$ cat src/rtl/excecao_vector_reader.sv
// Exception-entry sequencer: saves EPC = PC-4, reads the cause vector byte
// from memory and loads it into PC. Optional causa_reg: EXC_CAUSE_REG_EN.
//
// Ports:
//   clk, reset (async, active-low)
//   req_excecao, causa[1:0], valorPC[31:0], mem_data_in[31:0]
//   mem_addr[31:0], mem_rd, busy
//   pc_out[31:0], pc_wr, epc_out[31:0], epc_wr
//   done, causa_err
//   causa_reg[1:0] (only when EXC_CAUSE_REG_EN is defined)
module excecao_vector_reader #(
  parameter int unsigned MEM_LATENCY  = 1,
  parameter logic [7:0]  VEC_OPCODE   = 8'd253,
  parameter logic [7:0]  VEC_OVERFLOW = 8'd254,
  parameter logic [7:0]  VEC_DIVZERO  = 8'd255
) (
  input  logic        clk,
  input  logic        reset,
  input  logic        req_excecao,
  input  logic [1:0]  causa,
  input  logic [31:0] valorPC,
  input  logic [31:0] mem_data_in,
  output logic [31:0] mem_addr,
  output logic        mem_rd,
  output logic        busy,
  output logic [31:0] pc_out,
  output logic        pc_wr,
  output logic [31:0] epc_out,
  output logic        epc_wr,
  output logic        done,
`ifdef EXC_CAUSE_REG_EN
  output logic [1:0]  causa_reg,
`endif
  output logic        causa_err
);

  typedef enum logic [2:0] {
    S_IDLE,
    S_ADDR,
    S_WAIT,
    S_LOAD,
    S_DONE
  } state_t;

  localparam logic [3:0] LAT = 4'(MEM_LATENCY);

  state_t      state;
  logic [3:0]  cnt;
  logic [1:0]  cause;
  logic [31:0] epc_reg;

  // Only the low byte of the memory word carries the vector.
  logic unused_hi;
  assign unused_hi = ^mem_data_in[31:8];

  function automatic logic [7:0] vec_of(input logic [1:0] c);
    logic [7:0] v;
    v = 8'd0;
    unique case (1'b1)
      (c == 2'b01): v = VEC_OPCODE;
      (c == 2'b10): v = VEC_OVERFLOW;
      (c == 2'b11): v = VEC_DIVZERO;
      default:      v = 8'd0;
    endcase
    return v;
  endfunction

  // Outputs are registered: each branch sets what the next
  // state must present, so they line up with the state cycle.
  always_ff @(posedge clk or negedge reset) begin
    if (!reset) begin
      state     <= S_IDLE;
      cnt       <= 4'd0;
      cause     <= 2'b00;
      epc_reg   <= 32'd0;
      mem_addr  <= 32'd0;
      mem_rd    <= 1'b0;
      busy      <= 1'b0;
      pc_out    <= 32'd0;
      pc_wr     <= 1'b0;
      epc_out   <= 32'd0;
      epc_wr    <= 1'b0;
      done      <= 1'b0;
      causa_err <= 1'b0;
`ifdef EXC_CAUSE_REG_EN
      causa_reg <= 2'b00;
`endif
    end else begin
      mem_rd    <= 1'b0;
      pc_wr     <= 1'b0;
      epc_wr    <= 1'b0;
      done      <= 1'b0;
      causa_err <= 1'b0;
      unique case (state)
        S_IDLE: begin
          if (req_excecao) begin
            if (causa != 2'b00) begin
              cause    <= causa;
              epc_reg  <= valorPC - 32'd4;
              busy     <= 1'b1;
              mem_rd   <= 1'b1;
              mem_addr <= {24'd0, vec_of(causa)};
              state    <= S_ADDR;
            end else begin
              causa_err <= 1'b1;
            end
          end
        end
        S_ADDR: begin
          cnt   <= LAT;
          state <= S_WAIT;
        end
        S_WAIT: begin
          // Data is valid in the last wait cycle; grab it on its edge.
          if (cnt <= 4'd1) begin
            cnt     <= 4'd0;
            pc_out  <= {24'd0, mem_data_in[7:0]};
            pc_wr   <= 1'b1;
            epc_out <= epc_reg;
            epc_wr  <= 1'b1;
`ifdef EXC_CAUSE_REG_EN
            causa_reg <= cause;
`endif
            state   <= S_LOAD;
          end else begin
            cnt <= cnt - 4'd1;
          end
        end
        S_LOAD: begin
          busy  <= 1'b0;
          done  <= 1'b1;
          state <= S_DONE;
        end
        S_DONE: begin
          state <= S_IDLE;
        end
        default: begin
          state <= S_IDLE;
        end
      endcase
    end
  end

endmodule

$ cat config.mk
export PLATFORM = sky130hd
export DESIGN_NAME = excecao_vector_reader
export DESIGN_NICKNAME = d
export VERILOG_FILES = /design/src/rtl/excecao_vector_reader.sv
export SDC_FILE = /design/constraint.sdc
export NUM_CORES = 1
export LEC_CHECK = 0
export CORE_UTILIZATION = 40
export CTS_BUF_LIST = sky130_fd_sc_hd__clkbuf_16
export DETAILED_ROUTE_END_ITERATION = 10
export PLACE_DENSITY = 0.75
export SLEW_MARGIN = 20
export SYNTH_ARGS = -nofsm -noshare
export SYNTH_HDL_FRONTEND = slang
export SYNTH_SLANG_ARGS = --single-unit
export TNS_END_PERCENT = 50
$ cat constraint.sdc
create_clock -name clk -period 2.5 [get_ports clk]
set_clock_uncertainty 0.15 [all_clocks]
set_input_delay 0.625 -clock clk [delete_from_list [all_inputs] [get_ports clk]]
set_output_delay 0.625 -clock clk [all_outputs]
set_load 0.1 [all_outputs]
==> results.yml <==
worst_setup_path:
  worst_ep_required_time_ps: 2570
  crit_chain: "dlygate4sd2_1 > or4b_4 > or4b_4 > nor3_4 > xnor2_2 > a21oi_2"
  endpoint_kind: "flop"
  crit_fanout: 4
  critPathMaxStageDelay_ps: 610
  cpMaxStageDelayCell: "or4b_4"
  crit_buf_inv: 1
  cp_common_cell: "or4b_4"
  cp.arrival_ps: 2540
  worst-setup-path-type: "input pin to flop"
  start_kind: "input pin"
  cpLargestDelayFamily: "simple AND/OR/NAND/NOR gates"
clock_network:
  clock_latency_ps: 340
  clk_path_buf_depth: 2
  clock-sinks: 87
  root_buffer: "clkbuf_16"
  cts_made_buffers: 9
  cts_tree: "yes"
  h-tree-depth: 3
  ctsHoldBuffers: 0
  clk_pin_slew_worst_paths_ps: 70
synth:
  yosysTopAreaCell: "dfrtp_1"
  ys_seq_area_frac: 0.511
  synth.top_cell.area_share: 0.511
  synth.most_common_cell: "dfrtp_1"
  synth-edff-count: 0
  ys_top_cells_by_area: "dfrtp_1 (51%), mux2_2 (12%), buf_4 (9.5%)"
  ys.warnings.count: 0
  synth-main-ff-cell: "dfrtp_1"
  netlist_top_cells_count: "dfrtp_1 (87), buf_4 (54), nor2_1 (48), mux2_2 (44), a21oi_1 (24)"
  netlist_area_um2: 4260
  avgSynthCellArea_um2: 11.0
  synth_seq_cells: 87
  yosys.cell_types.count: 42
  async_reset_ff_frac: 1.00
  synthCells: 389
die:
  rows: 37
  core-area_um2: 10300
  boundaryPins: 171
  start_util: 0.413
  die_x_um: 105
  die_area_um2: 11100
  die_h_um: 105
timing:
  fmax_mhz: 404
  final_max_slew_viol_count: 0
  hold_viol_final: 0
  period_needed_ps: 2470
  setup_viol: 0
  post-route-period-util: 0.990
  finalSetupTns_ps: 0
  rsz0062_at_grt: "false"
finish:
  antennaDiodeCount: 0
  fillCellCount: 877
  instances_no_fill: 662
  drive_gt1_frac: 0.350
  fin_nets: 593
  area_growth_pct: 34.8
  utilization: 0.557
global_routing:
  grt_max_degree: 54
  grt_pass1_vias: 3190
  grt_pass1_wl_mm: 15.0
  grt_overflow: 0
  grt_usage: 0.173
  antenna_found_initial: 0
route:
  wl_per_cell_um: 13.5
  via_count: 3183
  routed_via_density: 4.81
  postRouteAntennaNets: 0
  drt_iter0_drc: 77
  drc: 0
  drtPass1Iterations: 4
  finalWirelength_mm: 8.96
placement:
  gp_congestion: 0.790
  dp.cells: 647
  portBuffers: 98
  place_hpwl_mm: 6.41
run:
  drv_cap: 0
status:
  status: "finished, final reports clean"
worst_hold_path:
  hp-class: "input pin to asynchronous set/reset pin"
[final timing paths]
| check | startpoint | endpoint | slack, ps | depth (start not counted) |
|---|---|---|---|---|
| min in group clk | epc_reg[2]$_DFFE_PN0P_ | epc_reg[2]$_DFFE_PN0P_ | 330 | 2 |
| worst min register to register | epc_reg[2]$_DFFE_PN0P_ | epc_reg[2]$_DFFE_PN0P_ | 330 | 2 |
| worst min-delay path | reset | pc_out[2]$_DFFE_PN0P_ | 80 | 1 |
| worst max register to register | cnt[0]$_DFFE_PN0N_ | epc_out[21]$_DFFE_PN0P_ | 470 | 6 |
| worst max-delay path | valorPC[4] | epc_reg[22]$_DFFE_PN0P_ | 30 | 6 |
| max in group asynchronous | reset | epc_out[7]$_DFFE_PN0P_ | 1470 | 2 |
[worst register-to-register path, stage by stage, from the launching register on]
cell	delay, ps
dfrtp_1	410
inv_1	70
ha_1	240
o21a_1	260
nand3_2	100
buf_4	300
mux2_2	390
[cell families after synthesis]
logic type                 count (synthesis)  synth area share
buffers and inverters                     77             0.117
AOI/OAI and AO/OA                         48            0.0669
DFF                                       87             0.511
muxes                                     44             0.116
other                                      1          0.000880
and+or+nand+nor                          103             0.127
xor gates and xnor gates                  26            0.0534
adders and majority gates                  3           0.00881
[routing by layer]
metal	global-route usage	share of wire	vias up
met5	0	0	-
met2	0.289	0.49	117
met4	0.0845	0.028	0
met1	0.214	0.42	1551
met3	0.0353	0.056	21
li1	-	-	1494
[cell usage in the layout (no fill, tap or decap), types with 4 or more instances in the layout]
| master | count |
|---|---|
| nand3_1 | 6 |
| conb_1 | 48 |
| mux2_2 | 44 |
| xor2_1 | 12 |
| nor2_1 | 48 |
| dfrtp_1 | 87 |
| clkbuf_16 | 9 |
| clkdlybuf4s50_1 | 35 |
| inv_6 | 5 |
| a31oi_1 | 5 |
| or3_1 | 4 |
| a21oi_1 | 24 |
| buf_4 | 99 |
| nand2_1 | 11 |
| xnor2_1 | 13 |
| nor3_1 | 5 |
| nor4_1 | 5 |
| o21ai_0 | 6 |
[metrics by stage]
step | worst slack, ps | cell area (µm²) | hold WS, ps
after CTS | 0.588 | 5740 | 100
after floorplan | -69.4 | 4480 | 179
after global placement | -585 | 5420 | 311
after detailed placement | -618 | 5420 | 322
after global routing | 1.29 | 5750 | 111
final | 25.0 | 5750 | 79.4
[cell type report]
| class | instances | area, µm² | area share |
|---|---|---|---|
| flip-flops and latches | 87 | 2180 | 0.379 |
| well taps | 136 | 170 | 0.0296 |
| inverters | 6 | 40.0 | 0.00697 |
| clock buffers | 9 | 225 | 0.0392 |
| clock inverters | 7 | 77.6 | 0.0135 |
| repair buffers | 145 | 1230 | 0.214 |
| multi-input cells | 272 | 1830 | 0.318 |
[repair_timing]
action | 4_1_cts | 5_1_grt
setup endpoints to repair | 15 | 11
endpoints found under the hold margin | 0 | 0
setup buffers | 0 | 0
pin swaps | 6 | 4
gates resized for setup | 14 | 9
Power is left out: the tool's default activity adds up to more than one toggle a clock period on the data nets, which glitch-free logic cannot reach.
==> variant, RTL diff (same settings) <==
The option `EXC_CAUSE_REG_EN` is turned on by a define.
--- a/src/rtl/excecao_vector_reader.sv
+++ b/src/rtl/excecao_vector_reader.sv
@@ -8,6 +8,8 @@
 //   pc_out[31:0], pc_wr, epc_out[31:0], epc_wr
 //   done, causa_err
 //   causa_reg[1:0] (only when EXC_CAUSE_REG_EN is defined)
+`define EXC_CAUSE_REG_EN
+
 module excecao_vector_reader #(
   parameter int unsigned MEM_LATENCY  = 1,
   parameter logic [7:0]  VEC_OPCODE   = 8'd253,
Behaviour (old outputs only; new: causa_reg): unchanged (equiv_simple and equiv_induct, registers matched by name and starting in step).
==> variant against the original RTL <==
Non-clock buffer count up 1. Largest cell class unchanged. Cell area increased by 1.3%. Worst hold slack improved by 0.067 ns. Critical path depth up 1. Synthesized area is 2.5% higher. Critical path type unchanged. Routed wire length up 3.2%. Sequential cell count is 4 higher. Setup slack gained 0.064 ns.
Power is not shown: default switching activity piles up to over one toggle a cycle in this logic, so the estimate is an artifact.
==> variant: results (changes against the original RTL) <==
- Status: complete, no violations
- Port bufs: 100 (+2.0%)
- Slowest stage cell on the critical path: or4_4
- Setup slack, reg-to-reg: 0.51 ns (+0.04 ns)
- Vias in the first global route: 3156 (-1.1%)
- Dpl cells: 667 (+3.1%)
- Multi-input gates: 289 (+6.3%)
- Critical Path Source: valorPC[3]
- Nets: 615 (+3.7%)
- Worst slack, placed: -0.360 ns (+0.258 ns)
- Area contributors post-synth: dfrtp_1, mux2_2, buf_4
- Gr usage total: 17.5% (+0.20 points)
- Multi-input logic area: 1800 sq um (-1.6%)
- Worst Path Arrival: 2.53 ns (about the same)
- FF/Latch Area: 2280 sq um (+4.6%)
- ClkCell Share: 5.03% (-0.24 points)
- Post-synthesis sequential area ratio: 52.1% (+1.0 points)
- DR vias: 3250 (+2.1%)
- Met2 Usage GRT: 28.9% (+0.043 points)
- M1 wire length: 4.02 mm (+5.8%)
- Final GP Congestion: 0.801 (+1.3%)
- Leading cell types by count after synthesis: dfrtp_1, buf_4, nand2_1
- GR met1 Demand/Resource: 22.4% (+1.0 points)
- Synth Area in Compound Gates: 6.13% (-0.56 points)
- CP max FO: 6 (+2)
- Clock sink total: 91 (+4.6%)
- Adder-cell share of the synthesized area: 0.859% (-0.021 points)
- Layout cell share with drive strength beyond 1: 31.0% (-4.0 points)
- Total placed instance area: 5510 sq um (+1.7%)
- Final wirelength: 9.25 mm (+3.2%)
- First-pass GRT wire length: 15.3 mm (+2.3%)
- Via/cell ratio: 4.75 (-1.2%)
- Max stage delay on crit path: 0.58 ns (-0.03 ns)
- Core Util, Final: 55.6% (about the same)
- HPWL Detailed: 6.88 mm (+7.3%)
- Reg2reg path depth: 7 (+1)
- Critical R2R Launch: cnt[1]$_DFFE_PN0N_
variant: changes by cell type after synthesis, sizes merged, moves of 5 or more:
cell   before  now
o21ai       6   32
nand2      11   55
a21oi      27    4
xnor2      14    6
xor2       12   17
nor3       10    5
nor2       48   26
nand4       2    7
variant: worst max-delay path by stage:
stage,to,slack (ns)
after detailed placement,epc_reg[22]$_DFFE_PN0P_,-0.36
final,epc_reg[27]$_DFFE_PN0P_,0.09
after floorplan,epc_reg[29]$_DFFE_PN0P_,0.14
after CTS,epc_reg[22]$_DFFE_PN0P_,0.005
after global placement,epc_reg[29]$_DFFE_PN0P_,-0.29
after global routing,epc_reg[28]$_DFFE_PN0P_,0.009
variant: cells by family (layout without fill, tap and decap cells):
logic type               Yosys count  after routing
buffers and inverters             77            168
flip-flops                        91             91
AND/OR/NAND/NOR                  125            125
multiplexers                      42             42
other                              1             48
adder cells (fa/ha/maj)            3              3
AO/OA/AOI/OAI                     48             48
XOR/XNOR                          23             23
